## config.mk

```make
export PLATFORM = sky130hd
export DESIGN_NAME = south_link_receiver
export DESIGN_NICKNAME = d
export VERILOG_FILES = /design/src/rtl/router_pkg.sv /design/src/rtl/slr_fifo.sv /design/src/rtl/south_link_receiver.sv
export SDC_FILE = /design/constraint.sdc
export NUM_CORES = 1
export LEC_CHECK = 0
export BUFFER_PORTS_ARGS = -buffer_cell sky130_fd_sc_hd__buf_2
export CORE_MARGIN = 8
export CORE_UTILIZATION = 55
export CTS_CLUSTER_DIAMETER = 50
export DETAILED_ROUTE_END_ITERATION = 8
export PLACE_DENSITY_LB_ADDON = 0.15
export SLEW_MARGIN = 0
export SYNTH_ARGS = -nofsm -noshare
export SYNTH_HDL_FRONTEND = slang
export SYNTH_HIERARCHICAL = 1
export SYNTH_SLANG_ARGS = --single-unit
```

## constraint.sdc

```tcl
create_clock -name clk -period 2.6 [get_ports clk]
set_clock_uncertainty 0.05 [all_clocks]
set_input_delay 0.65 -clock clk [delete_from_list [all_inputs] [get_ports clk]]
set_output_delay 0.65 -clock clk [all_outputs]
set_load 0.005 [all_outputs]
```

## src/rtl/router_pkg.sv

```systemverilog
// Shared mesh-router definitions: packet width, field positions and
// the Y-hop decrement helper used on link entry.
package router_pkg;

  localparam int PKT_W  = 16;
  localparam int DX_MSB = 15;
  localparam int DX_LSB = 12;
  localparam int DY_MSB = 11;
  localparam int DY_LSB = 8;
  localparam int PL_MSB = 7;
  localparam int PL_LSB = 0;

  // Returns the packet with its dy field reduced by one hop.
  // dx and payload pass through untouched.
  function automatic logic [PKT_W-1:0] dec_dy(input logic [PKT_W-1:0] pkt);
    logic [PKT_W-1:0] res;
    res = pkt;
    res[DY_MSB:DY_LSB] = pkt[DY_MSB:DY_LSB] - 4'd1;
    return res;
  endfunction

endpackage

```

## src/rtl/slr_fifo.sv

```systemverilog
// Generic synchronous FIFO with first-word fall-through read.
// DEPTH must be a power of two so the pointers wrap naturally;
// occupancy is kept in a separate counter to tell full from empty.
module slr_fifo #(
  parameter int DEPTH = 4,
  parameter int WIDTH = 16
) (
  input  logic                       clk,
  input  logic                       rst,
  input  logic                       wr_en_i,
  input  logic [WIDTH-1:0]           wr_data_i,
  input  logic                       rd_en_i,
  output logic [WIDTH-1:0]           rd_data_o,
  output logic                       full_o,
  output logic                       empty_o,
  output logic [$clog2(DEPTH):0]     count_o
);

  localparam int AW = $clog2(DEPTH);
  localparam int CW = AW + 1;
  localparam logic [CW-1:0] FULL_CNT = CW'(DEPTH);

  logic [WIDTH-1:0] mem_q [DEPTH];
  logic [AW-1:0]    wr_ptr_q, wr_ptr_d;
  logic [AW-1:0]    rd_ptr_q, rd_ptr_d;
  logic [CW-1:0]    count_q, count_d;
  logic             push, pop;

  assign full_o    = (count_q == FULL_CNT);
  assign empty_o   = (count_q == '0);
  assign count_o   = count_q;
  assign rd_data_o = mem_q[rd_ptr_q];

  // A full FIFO refuses writes even when a read frees a slot this cycle,
  // keeping the write-side ready free of any path from the read side.
  assign push = wr_en_i && !full_o;
  assign pop  = rd_en_i && !empty_o;

  // Next-state for pointers and occupancy.
  always_comb begin
    wr_ptr_d = wr_ptr_q;
    rd_ptr_d = rd_ptr_q;
    count_d  = count_q;
    if (push) wr_ptr_d = wr_ptr_q + AW'(1);
    if (pop)  rd_ptr_d = rd_ptr_q + AW'(1);
    case ({push, pop})
      2'b10:   count_d = count_q + CW'(1);
      2'b01:   count_d = count_q - CW'(1);
      default: count_d = count_q;
    endcase
  end

  // Pointer and occupancy registers; reset empties the FIFO.
  always_ff @(posedge clk) begin
    if (rst) begin
      wr_ptr_q <= '0;
      rd_ptr_q <= '0;
      count_q  <= '0;
    end else begin
      wr_ptr_q <= wr_ptr_d;
      rd_ptr_q <= rd_ptr_d;
      count_q  <= count_d;
    end
  end

  // Storage write; contents are deliberately left uncleared by reset.
  always_ff @(posedge clk) begin
    if (push) mem_q[wr_ptr_q] <= wr_data_i;
  end

endmodule

```

## src/rtl/south_link_receiver.sv

```systemverilog
// Receive end of the north->south mesh link. Buffers incoming packets,
// consumes one Y hop on entry and presents them with valid/ready.
// Optional feature: define SLR_DROP_CNT_EN to build the saturating
// dropped-packet counter; otherwise drop_cnt reads as zero.
module south_link_receiver #(
  parameter int DEPTH = 4,
  parameter int PKT_W = router_pkg::PKT_W
) (
  input  logic                     clk,
  input  logic                     rst,
  input  logic [PKT_W-1:0]         packet_in,
  input  logic                     valid_in,
  output logic                     ready_in,
  output logic [PKT_W-1:0]         packet_out,
  output logic                     valid_out,
  input  logic                     ready_out,
  output logic [$clog2(DEPTH):0]   occupancy,
  output logic                     hop_err,
  output logic [7:0]               drop_cnt
);

  logic             fifo_full, fifo_empty;
  logic             push;
  logic             dy_zero;
  logic [PKT_W-1:0] wr_pkt;
  logic             hop_err_q, hop_err_d;

  assign ready_in  = !fifo_full;
  assign valid_out = !fifo_empty;
  assign push      = valid_in && ready_in;
  assign dy_zero   = (packet_in[router_pkg::DY_MSB:router_pkg::DY_LSB] == '0);

  // A packet arriving with no hops left is stored as-is rather than wrapping dy.
  assign wr_pkt    = dy_zero ? packet_in : router_pkg::dec_dy(packet_in);
  assign hop_err_d = push && dy_zero;
  assign hop_err   = hop_err_q;

  slr_fifo #(
    .DEPTH (DEPTH),
    .WIDTH (PKT_W)
  ) u_fifo (
    .clk       (clk),
    .rst       (rst),
    .wr_en_i   (valid_in),
    .wr_data_i (wr_pkt),
    .rd_en_i   (ready_out),
    .rd_data_o (packet_out),
    .full_o    (fifo_full),
    .empty_o   (fifo_empty),
    .count_o   (occupancy)
  );

  // Registered one-cycle pulse for a zero-dy packet accepted last cycle.
  always_ff @(posedge clk) begin
    if (rst) hop_err_q <= 1'b0;
    else     hop_err_q <= hop_err_d;
  end

`ifdef SLR_DROP_CNT_EN
  logic [7:0] drop_cnt_q, drop_cnt_d;

  assign drop_cnt_d = (valid_in && !ready_in && drop_cnt_q != 8'hFF)
                      ? drop_cnt_q + 8'd1 : drop_cnt_q;
  assign drop_cnt   = drop_cnt_q;

  // Saturating count of packets offered while full; cleared only by reset.
  always_ff @(posedge clk) begin
    if (rst) drop_cnt_q <= 8'h00;
    else     drop_cnt_q <= drop_cnt_d;
  end
`else
  assign drop_cnt = 8'h00;
`endif

endmodule

```

==> results of run 1 <==
==> metal layers <==
metal | up-vias | track usage, % | part of all wire (%)
li1 | 713 | - | -
met1 | 776 | 12.9 | 38
met2 | 33 | 24.2 | 56
met3 | 12 | 3.33 | 3.5
met4 | 0 | 8.74 | 2.3
met5 | - | 0 | 0
==> cell usage in the layout (no fill, tap or decap), drive strengths merged, types with 3 or more instances in the layout <==
master	synthesis	final
a21oi	4	4
and2	4	4
buf	13	47
clkbuf	0	12
clkinv	0	3
conb	1	8
dfxtp	10	10
edfxtp	64	64
ha	6	6
inv	13	13
mux4	16	16
nor2	8	8
o21ai	4	4
or3	3	3
xor2	3	3
==> worst max-delay path, stage by stage (launching register included) <==
cell and delay, ns:
dfxtp_1 0.31, buf_4 0.30, mux4_1 0.61, buf_2 0.15
==> registers in the layout (all words and copies together), names as in the netlist, named ones only <==
name             cells
u_fifo/wr_ptr_q      2
u_fifo/rd_ptr_q      2
u_fifo/mem_q        64
hop_err              1
u_fifo/count_o       3
==> through the flow <==
step	setup WS, ns	power [mW]	util (%)	cell area [sq um]	std cells
after CTS	0.152	3.06	64.1	3460	293
after global placement	0.330	2.22	60.8	3290	277
after detailed placement	0.202	2.25	60.8	3290	277
after floorplan	0.485	2.02	-	3050	171
after global routing	0.0782	3.18	64.1	3460	293
final	0.191	3.02	64.1	3460	293
==> synthesized netlist by cell type <==
cell      count
o31ai_1       1
buf_4         8
o21ai_0       4
buf_1         1
nand3b_1      1
mux2_4        1
mux4_1        6
and2_1        4
edfxtp_1     64
a21oi_1       4
inv_1        13
xnor2_1       1
nor3b_2       1
nor3_2        1
conb_1        1
mux4_2       10
dfxtp_1      10
fa_1          1
nor3b_4       1
buf_12        1
xor2_1        3
nand2b_1      2
mux2i_1       2
nor3_1        1
and3_1        1
ha_1          6
nor2_1        8
buf_6         1
buf_2         2
nand2_1       1
or3_1         3
==> final cells by class <==
class / count / share of cell area [%]
Sequential cell: 74 / 61.2
Multi-Input combinational cell: 71 / 22.4
Timing Repair Buffer: 47 / 7.22
Clock buffer: 12 / 3.90
Tap cell: 72 / 2.60
Inverter: 13 / 1.41
Clock inverter: 4 / 1.23
==> cells by family (layout without fill, tap and decap cells) <==
family | count (synthesis) | after routing | share of synthesized area [%]
other cells | 1 | 8 | 0.124
buf+inv | 26 | 76 | 5.09
mux | 19 | 19 | 13.8
compound gates | 9 | 9 | 1.57
fa+ha+maj | 7 | 7 | 3.14
simple gates | 24 | 24 | 4.96
flops | 74 | 74 | 70.1
xor+xnor | 4 | 4 | 1.16
==> report_power, final <==
group	switching [mW]	leakage (nW)	internal [mW]
combinational	0.350	0.527	0.373
clock	0.374	0.0894	0.437
sequential	0.0578	0.669	1.43
total	0.782	1.29	2.24
==> final timing paths <==
kind | slack, ns | end | start
worst max-delay path | 0.19 | packet_out[11] | flop
worst min-delay path | 0.45 | flop | u_fifo/rd_ptr_q[1]
worst min register to register | 0.45 | flop | u_fifo/rd_ptr_q[1]
worst max register to register | 0.23 | u_fifo/count_o[2] | u_fifo/count_o[2]
==> impl_metrics.tcl, run 1 <==
set metrics [dict create \
    multiInputGateArea_sq_um 776 \
    viasPerCell 5.24 \
    seq_area_frac_synth_pct 70.1 \
    clock_sinks 74 \
    clock-root-buffer "clkbuf_8" \
    register_area_sq_mm 0.00212 \
    worst-setup-path-type "reg2out" \
    pin_count 50 \
    clk_pin_slew_worst_paths_ns 0.07 \
    clk_path_buf_depth 2 \
    final_layout_size_suffix_gt1_share_pct 32.6 \
    hold_buffers 0 \
    rsz0062_at_grt "false" \
    worstPathArrival_ns 1.71 \
    drtAntennaViolNets 0 \
    required_ns 1.90 \
    die_y_um 90.2 \
    min_path_type "reg2reg" \
    post_cts_buffers 0 \
    gp_congestion 0.729 \
    drc 0 \
    grt_max_degree 17 \
    maxSlewViolCount 0 \
    grtUsageTotal_pct 13.2 \
    netlist_top_cells_area "edfxtp_1, mux4_2, dfxtp_1" \
    fmax_mhz 415 \
    yosysUniqueCellTypes 31 \
    worst_setup_path_end_kind "output pin" \
    nets 243 \
    diodes 0 \
    cts_made_buffers 9 \
    design.core.area_sq_mm 0.00541 \
    yosysTopAreaCell "edfxtp_1" \
    critical_path.max_fanout 16 \
    via_count 1534 \
    area_growth_pct 14.5 \
    hpwl_um 3580 \
    fin_crit_sh_pct 92.6 \
    clk_latency_ns 0.33 \
    grt_pass1_vias 1686 \
    yosysWarnings 6 \
    grt_antenna_before_repair 0 \
    leakage_nw 1.29 \
    max-cap-violations 0 \
    max-vdd-ir-drop_mv 0.481 \
    cp-start-kind "flop" \
    rows 27 \
    firstDrtPassIters 4 \
    finalCriticalPeriod_ns 2.41 \
    ys_ff_latch 74 \
    setup_viol 0 \
    drt_iter0_markers 77 \
    fillers 409 \
    power-per-cell-area_mw_per_mm2 871 \
    cts_max_level 3 \
    start_util_pct 56.0 \
    synth_area_per_cell_sq_um 18.4 \
    status "complete, no violations" \
    min_path_cells 2 \
    cts_tree "built" \
    drt_wl_total_um 5170 \
    portBuffers 41 \
    synth_top_area_share_pct 63.5 \
    hold_viol 0 \
    fp.dieArea_sq_mm 0.00813 \
    reg2reg_depth 9 \
    synthCells 164 \
    syn-cell-area_sq_mm 0.00303 \
    postCtsResizedCells 0 \
    routedWlPerCell_um 17.7 \
    hold_ws_ns 0.451 \
    overflow 0 \
    grt_pass1_wl_um 8210 \
    fin_tns_setup_ns 0 \
    die_w_um 90.2 \
]
Power figures use the tool's default switching activity.
==> inputs of run 2 (changes only) <==
--- a/config.mk
+++ b/config.mk
@@ -6,8 +6,10 @@
 export NUM_CORES = 1
 export LEC_CHECK = 0
 export BUFFER_PORTS_ARGS = -buffer_cell sky130_fd_sc_hd__buf_2
+export CELL_PAD_IN_SITES_DETAIL_PLACEMENT = 1
+export CELL_PAD_IN_SITES_GLOBAL_PLACEMENT = 1
 export CORE_MARGIN = 8
-export CORE_UTILIZATION = 55
+export CORE_UTILIZATION = 47
 export CTS_CLUSTER_DIAMETER = 50
 export DETAILED_ROUTE_END_ITERATION = 8
 export PLACE_DENSITY_LB_ADDON = 0.15
==> run 2 against run 1 <==
  * Die area grew 14%
  * Clock power shrank 9.6%
  * Core utilization shrank 9.0 points
  * Non-clock buffer count rose by 1
  * Worst hold slack gained 0.024 ns
  * Critical endpoint is now packet_out[13]
  * Largest power group unchanged
  * Highest routed layer unchanged
==> impl_metrics.tcl, run 2 (synthesis results as in run 1) <==
set metrics [dict create \
    die_w_um 96.2 \
    largest_reg_flops 64 \
    worst-setup-path-type "reg2out" \
    final_common_cell "edfxtp_1" \
    setup_viol 0 \
    path_cells "buf_4, mux4_1, buf_2" \
    power.internal_mw 2.14 \
    p_sw_mw 0.829 \
    drt_wl_total_um 5760 \
    hpwl_um 4060 \
    grtUsageTotal_pct 13.6 \
    fp.dieArea_sq_mm 0.00926 \
    design.core.area_sq_mm 0.00628 \
    viasPerCell 5.21 \
    worstPathArrival_ns 1.70 \
    status "complete, no violations" \
    grt_pass1_wl_um 9040 \
    hold_buffers 0 \
    worst_slew_pin_slew_ns 0.542 \
    power-per-cell-area_mw_per_mm2 859 \
    switching_share_pct 27.9 \
    rsz0062_at_grt "false" \
    timing.slew.headroom_pct 63.5 \
    fin_tns_setup_ns 0 \
    routedWlPerCell_um 19.3 \
    leakage_nw 1.28 \
    clk_pin_slew_worst_paths_ns 0.07 \
    clock-root-buffer "clkbuf_8" \
    hold_ws_ns 0.475 \
    hold_viol 0 \
    place_ws_ns 0.162 \
    final_layout_size_suffix_gt1_share_pct 34.8 \
    cts_tree "built" \
    grt_pass1_vias 1816 \
    min_path_type "reg2reg" \
    rows 29 \
    mostFrequentLayoutCells "edfxtp_1, buf_2, inv_1, mux4_2" \
    clockPowerShare_pct 24.7 \
    max-cap-violations 0 \
    clk_latency_ns 0.33 \
    post_cts_buffers 0 \
    finalCriticalPeriod_ns 2.40 \
    critical_path.max_fanout 8 \
    clk_path_buf_depth 2 \
    comb_power_share_pct 24.8 \
    start_util_pct 48.2 \
    cts_made_buffers 9 \
    cts_max_level 3 \
    clock_sinks 74 \
    setup_ws_ns 0.200 \
    required_ns 1.90 \
    maxSlewViolCount 0 \
    worst_setup_path_end_kind "output pin" \
    r2r_slack_ns 0.24 \
    gp_congestion 0.713 \
    regMostFlops "u_fifo/mem_q" \
    max-vdd-ir-drop_mv 0.419 \
    seqPwrFrac_pct 50.5 \
    fmax_mhz 417 \
    drc 0 \
    grt_max_degree 17 \
    cp-start-kind "flop" \
    area_growth_pct 14.4 \
    slowest_stage "mux4_1" \
    postCtsResizedCells 0 \
    firstDrtPassIters 3 \
    via_count 1552 \
    grt_antenna_before_repair 0 \
    finalCoreUtilization_pct 55.1 \
    portBuffers 41 \
    overflow 0 \
    pin_count 50 \
    critPathTopFamily "multiplexers" \
    diodes 0 \
    fin_crit_sh_pct 92.3 \
    drtAntennaViolNets 0 \
    die_y_um 96.2 \
    nets 244 \
    drt_iter0_markers 40 \
    cp_slowest_stage_delay_ns 0.57 \
    crit_buf_inv 2 \
]
==> run 2: changes by cell type in the layout (fill, tap and decap cells not counted), sizes merged <==
cell      delta
clkbuf       -3
clkinv       +2
buf          +1
bufinv       -1
clkinvlp     +1
==> run 2: stage by stage <==
step                      power (mW)  std cells  instance area, sq um
after floorplan                 2.02        171                  3050
after global placement          2.25        283                  3300
after detailed placement        2.30        283                  3300
after CTS                       3.03        298                  3460
after global routing            3.13        298                  3460
final                           2.97        298                  3460
==> run 2: area by class of cell <==
class | count | area (sq um)
well taps | 77 | 96.3
clock buffers | 9 | 124
flip-flops and latches | 74 | 2120
repair buffers | 48 | 258
fillers | 609 | 2820
multi-input cells | 71 | 776
clock inverters | 6 | 35.0
inverters | 13 | 48.8
==> run 2: tightest hold or removal path: stages (launching register included) <==
cell,delay (ns)
dfxtp_1,0.34
nand2b_1,0.08
mux2i_1,0.06
==> run 2: path summary, 6_finish.rpt <==
| kind | startpoint | to | depth (start not counted) |
|---|---|---|---|
| setup / recovery | flop | packet_out[13] | 3 |
| setup reg to reg | u_fifo/count_o[2] | u_fifo/count_o[2] | 9 |
| hold reg to reg | u_fifo/wr_ptr_q[1] | u_fifo/wr_ptr_q[1] | 2 |
| hold / removal | u_fifo/wr_ptr_q[1] | u_fifo/wr_ptr_q[1] | 2 |
==> run 2: power by group through the flow <==
stage               sequential [mW]  combinational, mW  clock [mW]
finish                         1.50              0.738       0.733
global route                   1.52              0.818       0.799
CTS                            1.50              0.768       0.755
detailed placement             1.53              0.765           0
global placement               1.52              0.731           0
floorplan                      1.50              0.521           0
==> run 2: routing by layer <==
layer | GRT usage, % | vias to the layer above | wire [um]
li1 | - | 713 | -
met4 | 6.15 | 0 | 92
met5 | 0 | - | 0
met3 | 3.90 | 11 | 255
met2 | 25.0 | 32 | 3190
met1 | 13.8 | 796 | 2220
==> inputs of run 3 (changes only) <==
--- a/config.mk
+++ b/config.mk
@@ -5,11 +5,12 @@
 export SDC_FILE = /design/constraint.sdc
 export NUM_CORES = 1
 export LEC_CHECK = 0
+export ABC_AREA = 1
 export BUFFER_PORTS_ARGS = -buffer_cell sky130_fd_sc_hd__buf_2
 export CELL_PAD_IN_SITES_DETAIL_PLACEMENT = 1
 export CELL_PAD_IN_SITES_GLOBAL_PLACEMENT = 1
 export CORE_MARGIN = 8
-export CORE_UTILIZATION = 47
+export CORE_UTILIZATION = 30
 export CTS_CLUSTER_DIAMETER = 50
 export DETAILED_ROUTE_END_ITERATION = 8
 export PLACE_DENSITY_LB_ADDON = 0.15
==> run 3 against run 2 <==
  * Synthesized cell count increased by 61%
  * Fmax increased by 5.2%
  * Synthesized area increased by 1.3%
  * Combinational power increased by 10%
  * Design area increased by 3.3%
==> impl_metrics.tcl, run 3 <==
set metrics [dict create \
    worst_slew_pin_slew_ns 0.589 \
    grt_pass1_wl_um 10700 \
    regMostFlops "u_fifo/mem_q" \
    drt_wl_total_um 6740 \
    dpl.cell_count 438 \
    drc 0 \
    worst_setup_path_end_kind "output pin" \
    diodes 0 \
    maxSlewViolCount 0 \
    firstDrtPassIters 4 \
    finalCoreUtilization_pct 35.3 \
    clk_latency_ns 0.33 \
    viasPerCell 4.42 \
    seq_area_frac_synth_pct 69.2 \
    finalCriticalPeriod_ns 2.28 \
    wl_met2_um 3350 \
    fin_crit_sh_pct 87.7 \
    min_path_type "reg2reg" \
    yosysTopAreaCell "edfxtp_1" \
    leakage_nw 1.38 \
    drt_iter0_markers 86 \
    clk_path_buf_depth 2 \
    rsz0062_at_grt "false" \
    synth_top_area_share_pct 62.7 \
    timing.slew.headroom_pct 60.7 \
    gp_congestion 0.717 \
    nets 340 \
    hold_buffers 0 \
    pin_count 50 \
    postCtsResizedCells 0 \
    routedWlPerCell_um 14.8 \
    yosysWarnings 6 \
    netlist_top_cells_area "edfxtp_1, dfxtp_1, nor2_1" \
    final_layout_size_suffix_gt1_share_pct 22.0 \
    max-cap-violations 0 \
    worstPathArrival_ns 1.58 \
    drtAntennaViolNets 0 \
    mostFrequentLayoutCells "edfxtp_1, nor2_1, buf_2, o21ai_1, inv_1" \
    hpwl_um 4410 \
    synth_edf_count 64 \
    via_count 2007 \
    critical_path.max_fanout 10 \
    max-vdd-ir-drop_mv 0.311 \
    synthArstFlopShare_pct 0 \
    met1Wirelength_um 2980 \
    synth.most_common_cell "edfxtp_1" \
    largest_reg_flops 64 \
    status "complete, no violations" \
    clk_pin_slew_worst_paths_ns 0.08 \
    cts_max_level 3 \
    die_w_um 117 \
    fin_tns_setup_ns 0 \
    required_ns 1.90 \
    cts_tree "built" \
    grt_pass1_vias 2098 \
    hold_viol 0 \
    start_util_pct 30.2 \
    synth_area_per_cell_sq_um 11.6 \
    clock_sinks 74 \
    rows 37 \
    portBuffers 41 \
    design.core.area_sq_mm 0.0101 \
    power-per-cell-area_mw_per_mm2 856 \
    cts_made_buffers 9 \
    grt_max_degree 33 \
    worst-setup-path-type "reg2out" \
    clock-root-buffer "clkbuf_8" \
    syn-cell-area_sq_mm 0.00307 \
    overflow 0 \
    grtUsageTotal_pct 10.5 \
    stdcell_count 454 \
    area_growth_pct 16.7 \
    setup_viol 0 \
    grt_antenna_before_repair 0 \
    ys_ff_latch 74 \
    synthCells 264 \
    synth_common_cells "edfxtp_1, nor2_1, o21ai_1, inv_1, nand2_1" \
    fmax_mhz 438 \
    met3_length_um 306 \
    ys.flop_type "edfxtp_1" \
    cp-start-kind "flop" \
    routed.top_layer "met4" \
    die_y_um 117 \
    final_common_cell "edfxtp_1" \
    yosysUniqueCellTypes 18 \
    post_cts_buffers 0 \
    fp.dieArea_sq_mm 0.0137 \
]
## run 3: changes by cell type after synthesis, moves of 6 or more
cell	change
nor2_1	+35
o21ai_1	+28
nand2_1	+24
o22ai_1	+16
inv_1	+13
mux4_2	-10
nand3_1	+8
mux4_1	-6
## run 3: report_power, final
part,internal [mW],switching (mW)
Combinational,0.299,0.513
Clock,0.347,0.421
Sequential,1.42,0.0600
## run 3: worst paths after layout
kind | endpoint | from | slack (ns) | cells after the start
worst max-delay path | packet_out[9] | flop | 0.32 | 4
worst min-delay path | u_fifo/wr_ptr_q[1] | u_fifo/wr_ptr_q[1] | 0.46 | 2
worst max register to register | u_fifo/count_o[2] | u_fifo/count_o[1] | 0.68 | 13
worst min register to register | u_fifo/wr_ptr_q[1] | u_fifo/wr_ptr_q[1] | 0.46 | 2
## run 3: cells by family (layout without fill, tap and decap cells)
kind of cell,Yosys count,in the layout,synth area share [%]
AO/OA/AOI/OAI,55,55,9.63
adder cells (fa/ha/maj),7,7,3.10
buffers and inverters,44,91,6.86
flip-flops,74,74,69.2
other,1,8,0.122
AND/OR/NAND/NOR,83,83,11.1
## run 3: final cells by class
type | instances | area (sq um)
Inverter | 28 | 105
Timing Repair Buffer | 47 | 250
Fill cell | 1140 | 6560
Clock buffer | 10 | 128
Clock inverter | 6 | 41.3
Sequential cell | 74 | 2120
Tap cell | 136 | 170
Multi-Input combinational cell | 153 | 759
## run 3: worst max-delay path: stages (launching register included)
cell     delay (ns)
dfxtp_1        0.57
buf_4          0.24
o21ai_1        0.07
o22ai_1        0.21
buf_2          0.15
## run 3: through the flow
step           hold WS (ns)  setup slack, ns  power (mW)  area, sq um
2_1_floorplan         0.409            0.721        2.01         3090
3_3_place_gp          0.453            0.582        2.34         3410
3_5_place_dp          0.453            0.522        2.35         3410
4_1_cts               0.457            0.239        3.13         3580
5_1_grt               0.450            0.132        3.29         3580
6_report              0.459            0.319        3.06         3580
## run 3: layer usage
layer / vias up / track usage (%)
li1: 991 / -
met3: 9 / 2.67
met5: - / 0
met1: 974 / 12.0
met4: 0 / 4.86
met2: 33 / 18.0
